### src/rtl/hamming_wr_encoder_pkg.sv
// Shared Hamming SECDED helpers for the write encoder, decoder and bank checker.
package hamming_wr_encoder_pkg;

  // Bank select occupies the top address bits.
  localparam int SEL_W = 2;

  function automatic int parity_bits(input int dw);
    return $clog2(dw) + 1;
  endfunction

  // Codeword length without the overall parity bit.
  function automatic int encoded_word(input int dw);
    return dw + parity_bits(dw);
  endfunction

  function automatic logic is_pow2(input int pos);
    return (pos > 0) && ((pos & (pos - 1)) == 0);
  endfunction

  // Data bit index carried at a codeword position, -1 at parity positions.
  function automatic int data_idx(input int pos);
    int n;
    n = 0;
    if (is_pow2(pos)) return -1;
    for (int q = 1; q < pos; q++) begin
      if (!is_pow2(q)) n++;
    end
    return n;
  endfunction

endpackage

### src/rtl/hamming_wr_encoder_secded.sv
// Combinational Hamming SECDED encoder; code bit index equals Hamming position.
module hamming_secded_enc
  import hamming_wr_encoder_pkg::*;
#(
  parameter  int DATA_WIDTH   = 8,
  localparam int PARITY_BITS  = parity_bits(DATA_WIDTH),
  localparam int ENCODED_WORD = encoded_word(DATA_WIDTH)
) (
  input  logic [DATA_WIDTH-1:0]   data,
  output logic [ENCODED_WORD+1:1] code
);

  // Positions covered by the parity bit at position p (p is a power of two).
  function automatic logic [ENCODED_WORD:1] cover_mask(input int p);
    logic [ENCODED_WORD:1] m;
    m = '0;
    for (int q = 1; q <= ENCODED_WORD; q++) m[q] = ((q & p) != 0);
    return m;
  endfunction

  // Data bits scattered to their positions; parity and unused slots read 0.
  logic [ENCODED_WORD:1] dmap;

  for (genvar p = 1; p <= ENCODED_WORD; p++) begin : g_map
    localparam int IDX = data_idx(p);
    if (IDX >= 0 && IDX < DATA_WIDTH) begin : g_dat
      assign dmap[p] = data[IDX];
    end else begin : g_zero
      assign dmap[p] = 1'b0;
    end
  end

  // Even parity at power-of-two positions, data passes through elsewhere.
  for (genvar p = 1; p <= ENCODED_WORD; p++) begin : g_code
    if (is_pow2(p) && p < (1 << PARITY_BITS)) begin : g_par
      assign code[p] = ^(dmap & cover_mask(p));
    end else begin : g_dat
      assign code[p] = dmap[p];
    end
  end

  assign code[ENCODED_WORD+1] = ^code[ENCODED_WORD:1];

endmodule

### src/rtl/hamming_wr_encoder.sv
// Two-stage write-path encoder: register raw word, SECDED encode, present to demux.
module hamming_wr_encoder
  import hamming_wr_encoder_pkg::*;
#(
  parameter  int DATA_WIDTH   = 8,
  parameter  int ADDR_WIDTH   = 6,
  parameter  int CNT_WIDTH    = 16,
  localparam int ENCODED_WORD = encoded_word(DATA_WIDTH)
) (
  input  logic                        i_clk,
  input  logic                        i_rst_n,
  input  logic                        i_valid,
  output logic                        o_ready,
  input  logic [DATA_WIDTH-1:0]       i_data,
  input  logic [ADDR_WIDTH-1:0]       i_addr,
  output logic                        o_valid,
  input  logic                        i_ready,
  output logic [ENCODED_WORD+1:1]     o_code,
  output logic [SEL_W-1:0]            o_sel,
  output logic [ADDR_WIDTH-SEL_W-1:0] o_bank_addr,
  output logic [CNT_WIDTH-1:0]        o_wr_count
);

  logic                    a_vld, b_vld;
  logic                    b_load, accept;
  logic [DATA_WIDTH-1:0]   a_data;
  logic [ADDR_WIDTH-1:0]   a_addr;
  logic [ENCODED_WORD+1:1] enc_code;

  // Stage A may refill whenever stage B drains it this cycle (i_ready path is combinational).
  assign b_load  = !b_vld || i_ready;
  assign o_ready = !a_vld || b_load;
  assign accept  = i_valid && o_ready;
  assign o_valid = b_vld;

  // Stage A occupancy: fill on accept, empty when its word moves to B.
  always_ff @(posedge i_clk or negedge i_rst_n) begin
    if (!i_rst_n)    a_vld <= 1'b0;
    else if (accept) a_vld <= 1'b1;
    else if (b_load) a_vld <= 1'b0;
  end

  // Stage A payload; content is don't-care while a_vld is low.
  always_ff @(posedge i_clk) begin
    if (accept) begin
      a_data <= i_data;
      a_addr <= i_addr;
    end
  end

  hamming_secded_enc #(.DATA_WIDTH(DATA_WIDTH)) u_enc (
    .data (a_data),
    .code (enc_code)
  );

  // Stage B: capture codeword and routing fields, hold them while stalled.
  always_ff @(posedge i_clk or negedge i_rst_n) begin
    if (!i_rst_n) begin
      b_vld       <= 1'b0;
      o_code      <= '0;
      o_sel       <= '0;
      o_bank_addr <= '0;
    end else if (b_load) begin
      b_vld <= a_vld;
      if (a_vld) begin
        o_code      <= enc_code;
        o_sel       <= a_addr[ADDR_WIDTH-1 -: SEL_W];
        o_bank_addr <= a_addr[ADDR_WIDTH-SEL_W-1:0];
      end
    end
  end

  // Completed output handshakes; wraps naturally at 2^CNT_WIDTH.
  always_ff @(posedge i_clk or negedge i_rst_n) begin
    if (!i_rst_n)              o_wr_count <= '0;
    else if (b_vld && i_ready) o_wr_count <= o_wr_count + 1'b1;
  end

endmodule

### config.mk
export PLATFORM = sky130hd
export DESIGN_NAME = hamming_wr_encoder
export DESIGN_NICKNAME = d
export VERILOG_FILES = /design/src/rtl/hamming_wr_encoder_pkg.sv /design/src/rtl/hamming_wr_encoder_secded.sv /design/src/rtl/hamming_wr_encoder.sv
export SDC_FILE = /design/constraint.sdc
export NUM_CORES = 1
export LEC_CHECK = 0
export ABC_AREA = 1
export BUFFER_PORTS_ARGS = -buffer_cell sky130_fd_sc_hd__buf_2
export CAP_MARGIN = 20
export CORE_MARGIN = 3
export CORE_UTILIZATION = 41
export CTS_CLUSTER_SIZE = 25
export DETAILED_ROUTE_END_ITERATION = 7
export GPL_TIMING_DRIVEN = 1
export SYNTH_ARGS = -nofsm -noshare
export SYNTH_HDL_FRONTEND = slang
export SYNTH_SLANG_ARGS = --single-unit
### constraint.sdc
create_clock -name i_clk -period 3 [get_ports i_clk]
set_clock_uncertainty 0.2 [all_clocks]
set_input_delay 0.6 -clock i_clk [delete_from_list [all_inputs] [get_ports i_clk]]
set_output_delay 0.6 -clock i_clk [all_outputs]
set_load 0.01 [all_outputs]
# Word-level counts from Yosys, hierarchy flattened
# Cells that the tools add are included.
dict set report totals {
  ff_bits 51
  latch_bits 0
  ramBits 0
  mem_bits_ro 0
  in_bits 18
  out_inout_bits 37
  wordCells 24
  n_memories 0
}
dict set report classes {
  add_sub_neg 1
  n_mul 0
  n_div 0
  order_cmp 0
  eq_ne 0
  n_shift 0
  mux 2
  bitwise_logic 0
  n_reduce_logical 13
}
# cell count
set ops {}
lappend ops {{$reduce_xor A12 Y1} 5}
lappend ops {{$add A16 B1 Y16 const B} 1}
lappend ops {{$logic_and A1 B1 Y1} 2}
lappend ops {{$logic_not A1 Y1} 2}
lappend ops {{$logic_or A1 B1 Y1} 2}
lappend ops {{$mux W1} 2}
lappend ops {{$reduce_and A2 Y1} 1}
lappend ops {{$reduce_bool A2 Y1} 1}

# Longest topological paths before layout
# Gate-level depths: netlist of the first run.
dict set report depth {
  depth_word 5
  depth_mapped 10
  depth_no_buf 10
}

# Modules after synthesis
# A second synthesis of the first run with hierarchy kept.
dict set report unflattened {
  cells_unflattened 222
  hier_area_um2 2447.3
}
# mod n_inst cells_per_inst area_each_um2 seq_area_each_um2
set modules_own_cells {}
lappend modules_own_cells {hamming_wr_encoder 1 173 2153.3 1346.3}
lappend modules_own_cells {hamming_secded_enc 1 49 294.0 0.0}

# Worst setup path after synthesis of the first run
# No wires, ideal clock.
dict set report synth_path {
  kind {input port to flip-flop}
  from {in i_ready}
  to {reg a_addr[0] (enable)}
  setup_ps 354
  t_arrival_ps 1156
  required_time_ps 2446
  path_slack_ps 1290
  stages 4
  path_buffers 0
  path_cell_list {inv_1 -> nand3_1 -> nand2_1 -> inv_1}
}
dict set report synth_between {
  elab_chain_cells 3
}
# element line
set synth_rtl {}
lappend synth_rtl {{start: declaration} hamming_wr_encoder.sv:17} ;# input logic i_ready,
lappend synth_rtl {{$logic_or A1 B1 Y1} hamming_wr_encoder.sv:31} ;# assign b_load = !b_vld || i_ready;
lappend synth_rtl {{$logic_or A1 B1 Y1} hamming_wr_encoder.sv:32} ;# assign o_ready = !a_vld || b_load;
lappend synth_rtl {{named net o_ready} hamming_wr_encoder.sv:13} ;# output logic o_ready,
lappend synth_rtl {{$logic_and A1 B1 Y1} hamming_wr_encoder.sv:33} ;# assign accept = i_valid && o_ready;
lappend synth_rtl {{named net accept} hamming_wr_encoder.sv:25} ;# logic b_load, accept;
lappend synth_rtl {{end signal: assignment} hamming_wr_encoder.sv:47} ;# a_addr <= i_addr;
lappend synth_rtl {{end: declaration} hamming_wr_encoder.sv:27} ;# logic [ADDR_WIDTH-1:0] a_addr;
# The timed path passes the listed nets, and every way through them passes these cells.
# A chain may end at the register's enable or synchronous reset.

# Worst setup path in the final report of the first run
dict set report layout_path {
  from {in i_ready}
  to {out o_ready}
}
dict set report layout_between {
  elab_chain_cells 2
}
# element line
set layout_rtl {}
lappend layout_rtl {{$logic_or A1 B1 Y1} hamming_wr_encoder.sv:31}
lappend layout_rtl {{$logic_or A1 B1 Y1} hamming_wr_encoder.sv:32}
lappend layout_rtl {{end: declaration} hamming_wr_encoder.sv:13}
# No other way between the ends.

==> flow_metrics.tcl, run 1 <==
set metrics [dict create \
    critPathMostFrequentCell "buf_2" \
    synthTopCellsByCount "nand2_1, dfrtp_1, inv_1, edfxtp_1, nand3_1" \
    grt_max_degree 38 \
    wl_per_cell_um 11.63 \
    yosysMostFrequentCell "nand2_1" \
    clk_path_buf_depth 2 \
    nFillCells 508 \
    netlist_instances 230 \
    synth-edff-count 14 \
    grt_setup_unrepaired "false" \
    portBuffers 54 \
    via_count 1629 \
    overflow 0 \
    rows 26 \
    core_mm2 0.005205 \
    ys_warn_count 0 \
    track_usage_pct 14.63 \
    diodes 0 \
    synth.area.top_cells "dfrtp_1, edfxtp_1, nand2_1" \
    cp-start-kind "input pin" \
    cp_slowest_cell "buf_2" \
    drt_first_pass_iters 4 \
    critical_path.max_stage_delay_ns 0.18 \
    cts_root_buf "clkbuf_8" \
    setup_violations 0 \
    initial_core_util_pct 43.32 \
    grt_pass1_wl_um 7245 \
    maxCapViolCount 0 \
    die_y_um 80.16 \
    synthArstFlopShare_pct 72.55 \
    cts_repair_resize_count 0 \
    tightestPinTransition_ns 0.8317 \
    synthToLayoutAreaGrowth_pct 18.92 \
    antenna_found_initial 0 \
    finalHoldViolCount 0 \
    cp_num_buf_inv 3 \
    fin_crit_sh_pct 63.16 \
    synth_top_area_share_pct 41.07 \
    ys_seq_area_share_pct 59.71 \
    slew_headroom_pct 44.55 \
    finalMaxSlewViolations 0 \
    syn_area_mm2 0.002255 \
    finish.net_count 307 \
    gp_congestion 0.7579 \
    die-area_mm2 0.006425 \
    hold_class "in -> async" \
    ctsHoldBuffers 0 \
    crit_required_ns 2.20 \
    drive_above_1_share_pct 26.30 \
    fmax_ghz 0.5278 \
    cts_sinks 51 \
    worstPathMaxFanout 3 \
    cp_top_family "buffers and inverters" \
    synth_flop_cell "dfrtp_1" \
    period_minus_slack_ns 1.895 \
    drc 0 \
    cts_tree "yes" \
    worstSetupEndpointType "output port" \
    drtIter0Drc 80 \
    status "finished clean" \
    crit_arrival_ns 1.09 \
    post-dp-hpwl_um 3198 \
    critPathLaunch "i_ready" \
    final_core_util_pct 51.51 \
    synth_nets 249 \
    cts_htree_levels 2 \
    clk_pin_slew_ns 0.09 \
    tritoncts.num_buffers 5 \
    final.setup.tns_ns 0 \
    grt_pass1_vias 1540 \
    wirelength_um 4174 \
    power.density_mw_per_mm2 679.8 \
    rr_startpoint "o_valid" \
    vias_per_cell 4.538 \
    ir_drop_uv 337.7 \
    ys_ff_latch 51 \
    post-cts-setup-buffers 0 \
    route.antenna.remaining_nets 0 \
    yosysUniqueCellTypes 26 \
    die_x_um 80.16 \
    cp_cell_sequence "buf_2, inv_1, nand3_1, buf_2" \
    yosysTopAreaCell "dfrtp_1" \
    insertion_delay_ns 0.30 \
    avgSynthCellArea_um2 9.803 \
    p_leak_uw 0.001414 \
    path_class "in -> out" \
    ioPinCount 55 \
]
==> worst reg2reg max path: stages, from the launching register on <==
cell and delay (ns):
dfrtp_1 0.44, nand3_1 0.17, nand2_1 0.10, inv_1 0.38
==> layout by cell type, fill, tap and decap left out, drive strengths merged, types with 7 or more instances in the layout <==
cell type,count
buf,55
nand3,12
edfxtp,14
o21ai,11
xor2,11
dfrtp,37
clkbuf,7
nand2,86
nor2,12
inv,22
xnor2,8
==> sequential cells by signal, indices dropped and copies added, names as in the netlist <==
| register | cells |
|---|---|
| a_addr | 6 |
| a_data | 8 |
| a_vld | 1 |
| o_bank_addr | 4 |
| o_code | 13 |
| o_sel | 2 |
| o_valid | 1 |
| o_wr_count | 16 |
==> power breakdown <==
| group | switching [uW] | total (uW) | internal (uW) |
|---|---|---|---|
| logic | 278 | 469 | 191 |
| registers | 121 | 974 | 853 |
| clock network | 216 | 380 | 164 |
| total | 615 | 1820 | 1210 |
==> stage by stage <==
step                      cell area, um^2  worst slack (ns)  hold WS [ns]  total power (uW)  cells
after detailed placement             2600             1.031        0.2341              1466    351
after CTS                            2681             1.096        0.2217              1851    359
after global placement               2600             1.060        0.2315              1455    351
after floorplan                      2255             1.290        0.1044              1259    230
after global routing                 2681             1.018        0.2519              1951    359
final                                2681             1.105        0.1966              1823    359
==> final timing paths <==
check                                  to  slack [ns]  cells past startpoint
setup / recovery                  o_ready        1.11                      4
hold / removal              o_wr_count[0]        0.20                      1
setup reg to reg                a_data[2]        1.35                      3
hold reg to reg            o_bank_addr[0]        0.25                      2
max in group asynchronous   o_wr_count[9]        1.88                      1
min in group i_clk         o_bank_addr[0]        0.25                      2
==> cell type report <==
cell class / instances / area, um^2 / share of cell area, %
flip-flops and latches: 51 / 1346 / 50.21
clock inverters: 1 / 5.005 / 0.1867
repair buffers: 55 / 277.8 / 10.36
clock buffers: 7 / 76.32 / 2.846
inverters: 22 / 85.08 / 3.173
multi-input cells: 153 / 803.3 / 29.96
well taps: 70 / 87.58 / 3.266
==> per-layer routing <==
layer | global-route usage, % | wire [um] | up-vias
met2 | 21.36 | 1810 | 50
met1 | 20.84 | 2016 | 735
met4 | 5.068 | 57 | 0
li1 | - | - | 838
met3 | 4.036 | 289 | 6
met5 | 0 | 0 | -
==> cell families after synthesis <==
logic type	count (synthesis)	share of synthesized area [%]
adder cells (fa/ha/maj)	1	0.5549
buffers and inverters	26	4.661
XOR/XNOR	19	7.381
flip-flops	51	59.71
AND/OR/NAND/NOR	120	24.70
AO/OA/AOI/OAI	13	2.996
Note: power is estimated with default switching activity, not from simulation.
==> run 2: changes to the inputs <==
--- a/config.mk
+++ b/config.mk
@@ -5,7 +5,7 @@
 export SDC_FILE = /design/constraint.sdc
 export NUM_CORES = 1
 export LEC_CHECK = 0
-export ABC_AREA = 1
+export ABC_AREA = 0
 export BUFFER_PORTS_ARGS = -buffer_cell sky130_fd_sc_hd__buf_2
 export CAP_MARGIN = 20
 export CORE_MARGIN = 3
==> constraint.sdc (replaced) <==
create_clock -name i_clk -period 1.8 [get_ports i_clk]
set_clock_uncertainty 0.2 [all_clocks]
set_input_delay 0.36 -clock i_clk [delete_from_list [all_inputs] [get_ports i_clk]]
set_output_delay 0.36 -clock i_clk [all_outputs]
set_load 0.01 [all_outputs]
==> flow_metrics.tcl, run 2 <==
set metrics [dict create \
    track_usage_pct 14.14 \
    cp-start-kind "flip-flop" \
    yosysUniqueCellTypes 23 \
    rows 24 \
    tightestPinTransition_ns 0.6177 \
    final.setup.tns_ns 0 \
    fmax_ghz 0.6070 \
    insertion_delay_ns 0.30 \
    finish.net_count 221 \
    seqCellArea_mm2 0.001346 \
    drc 0 \
    synthToLayoutAreaGrowth_pct 24.88 \
    grt_pass1_vias 1361 \
    drt_first_pass_iters 4 \
    synth-edff-count 14 \
    synth_top_area_share_pct 45.79 \
    critical_path.max_stage_delay_ns 0.54 \
    max_flop_register "o_wr_count" \
    path_class "reg -> reg" \
    reg_top3 "o_wr_count: 16 flops, o_code: 13 flops, a_data: 8 flops" \
    grt_pass1_wl_um 6527 \
    finalHoldViolCount 0 \
    largest_reg_flops 16 \
    post-cts-setup-buffers 0 \
    p_leak_uw 0.001148 \
    antenna_found_initial 0 \
    clk_pin_slew_ns 0.09 \
    ys_seq_area_share_pct 66.58 \
    route.antenna.remaining_nets 0 \
    setup_slack_ns 0.1524 \
    die_y_um 76.23 \
    pre_cts_ws_ns 0.03773 \
    fin_crit_sh_pct 91.53 \
    maxCapViolCount 0 \
    mostFrequentLayoutCell "buf_2" \
    synthArstFlopShare_pct 72.55 \
    via_count 1255 \
    cp_num_buf_inv 0 \
    cp_top_family "simple AND/OR/NAND/NOR gates" \
    ctsHoldBuffers 1 \
    cts_sinks 51 \
    avgSynthCellArea_um2 14.87 \
    synth.area.top_cells "dfrtp_1, edfxtp_1, mux2_1" \
    drtIter0Drc 47 \
    die-area_mm2 0.005810 \
    crit_required_ns 1.53 \
    final_cell_mix "buf_2, dfrtp_1, xnor2_1" \
    ir_drop_uv 546.2 \
    crit_arrival_ns 1.38 \
    worstPathMaxFanout 14 \
    hold_class "in -> reg" \
    tritoncts.num_buffers 5 \
    initial_core_util_pct 44.30 \
    synth_nets 155 \
    syn_area_mm2 0.002022 \
    grt_max_degree 38 \
    die_x_um 76.23 \
    netlist_instances 136 \
    drive_above_1_share_pct 34.48 \
    synth_flop_cell "dfrtp_1" \
    status "finished clean" \
    gp_congestion 0.7643 \
    wirelength_um 3666 \
    ys_warn_count 0 \
    yosysTopAreaCell "dfrtp_1" \
    cts_repair_resize_count 0 \
    hold_slack_ns 0.03715 \
    clk_path_buf_depth 2 \
    cp_cell_sequence "nand3b_1, and2_1" \
    worstSetupEndpointType "flip-flop" \
    diodes 0 \
    slew_headroom_pct 58.82 \
    yosysMostFrequentCell "dfrtp_1" \
    nFillCells 414 \
    vias_per_cell 4.683 \
    cp_slowest_cell "and2_1" \
    post-dp-hpwl_um 2724 \
    wl_per_cell_um 13.68 \
    power.density_mw_per_mm2 1098 \
    cts_tree "yes" \
    overflow 0 \
    cts_root_buf "clkbuf_8" \
    cts_htree_levels 2 \
    ys_ff_latch 51 \
    synthTopCellsByCount "dfrtp_1, xnor2_1, mux2_1, edfxtp_1, nand2_1" \
    grt_setup_unrepaired "false" \
    ioPinCount 55 \
    finalMaxSlewViolations 0 \
    period_minus_slack_ns 1.648 \
    setup_violations 0 \
    multi_input_area_um2 658.1 \
    portBuffers 54 \
    core_mm2 0.004564 \
]
[run 2: cell count changes after synthesis, sizes merged, moves of 5 or more]
| cell | change |
|---|---|
| nand2 | -75 |
| inv | -20 |
| mux2 | +16 |
| xnor2 | +10 |
| nor2 | -9 |
| o21ai | -7 |
| nand3 | -5 |
[run 2: worst paths after layout]
kind	to	cells past startpoint	slack (ns)	from
worst max-delay path	a_data[6]	2	0.15	a_vld
worst min-delay path	a_addr[0]	1	0.04	i_addr[0]
worst max register to register	a_data[6]	2	0.15	a_vld
worst min register to register	o_sel[1]	1	0.26	a_addr[5]
max in group asynchronous	o_bank_addr[1]	3	0.86	i_rst_n
min in group asynchronous	o_code[1]	3	0.35	i_rst_n
[run 2: logic make-up after synthesis]
family | Yosys count | synth area share [%]
AO/OA/AOI/OAI | 4 | 0.9901
XOR/XNOR | 27 | 13.12
adder cells (fa/ha/maj) | 1 | 0.6187
buffers and inverters | 4 | 0.8665
flip-flops | 51 | 66.58
multiplexers | 16 | 8.911
AND/OR/NAND/NOR | 33 | 8.911
[run 2: layout make-up]
cell class | count | share of cell area [%]
Clock buffer | 7 | 3.023
Inverter | 2 | 0.2973
Multi-Input combinational cell | 81 | 26.07
Timing Repair Buffer | 61 | 13.88
Sequential cell | 51 | 53.32
Clock inverter | 1 | 0.1982
Tap cell | 65 | 3.221
[run 2: layer usage]
layer,up-vias,global-route usage (%),wire (um)
li1,598,-,-
met1,616,16.16,1537
met2,36,25.22,1896
met3,5,4.019,183
met4,0,4.891,49
met5,-,0,0
[run 2: metrics by stage]
step	cells	area, um^2	total power, uW	utilization (%)
3_3_place_gp	259	2434	2161	53.32
6_report	268	2525	2773	55.32
2_1_floorplan	136	2022	1882	-
3_5_place_dp	259	2434	2188	53.32
5_1_grt	268	2525	2952	55.32
4_1_cts	268	2525	2817	55.32
[run 2: where the power goes]
group	internal, uW	switching (uW)
Sequential	1380	149
Clock	274	349
Combinational	310	311
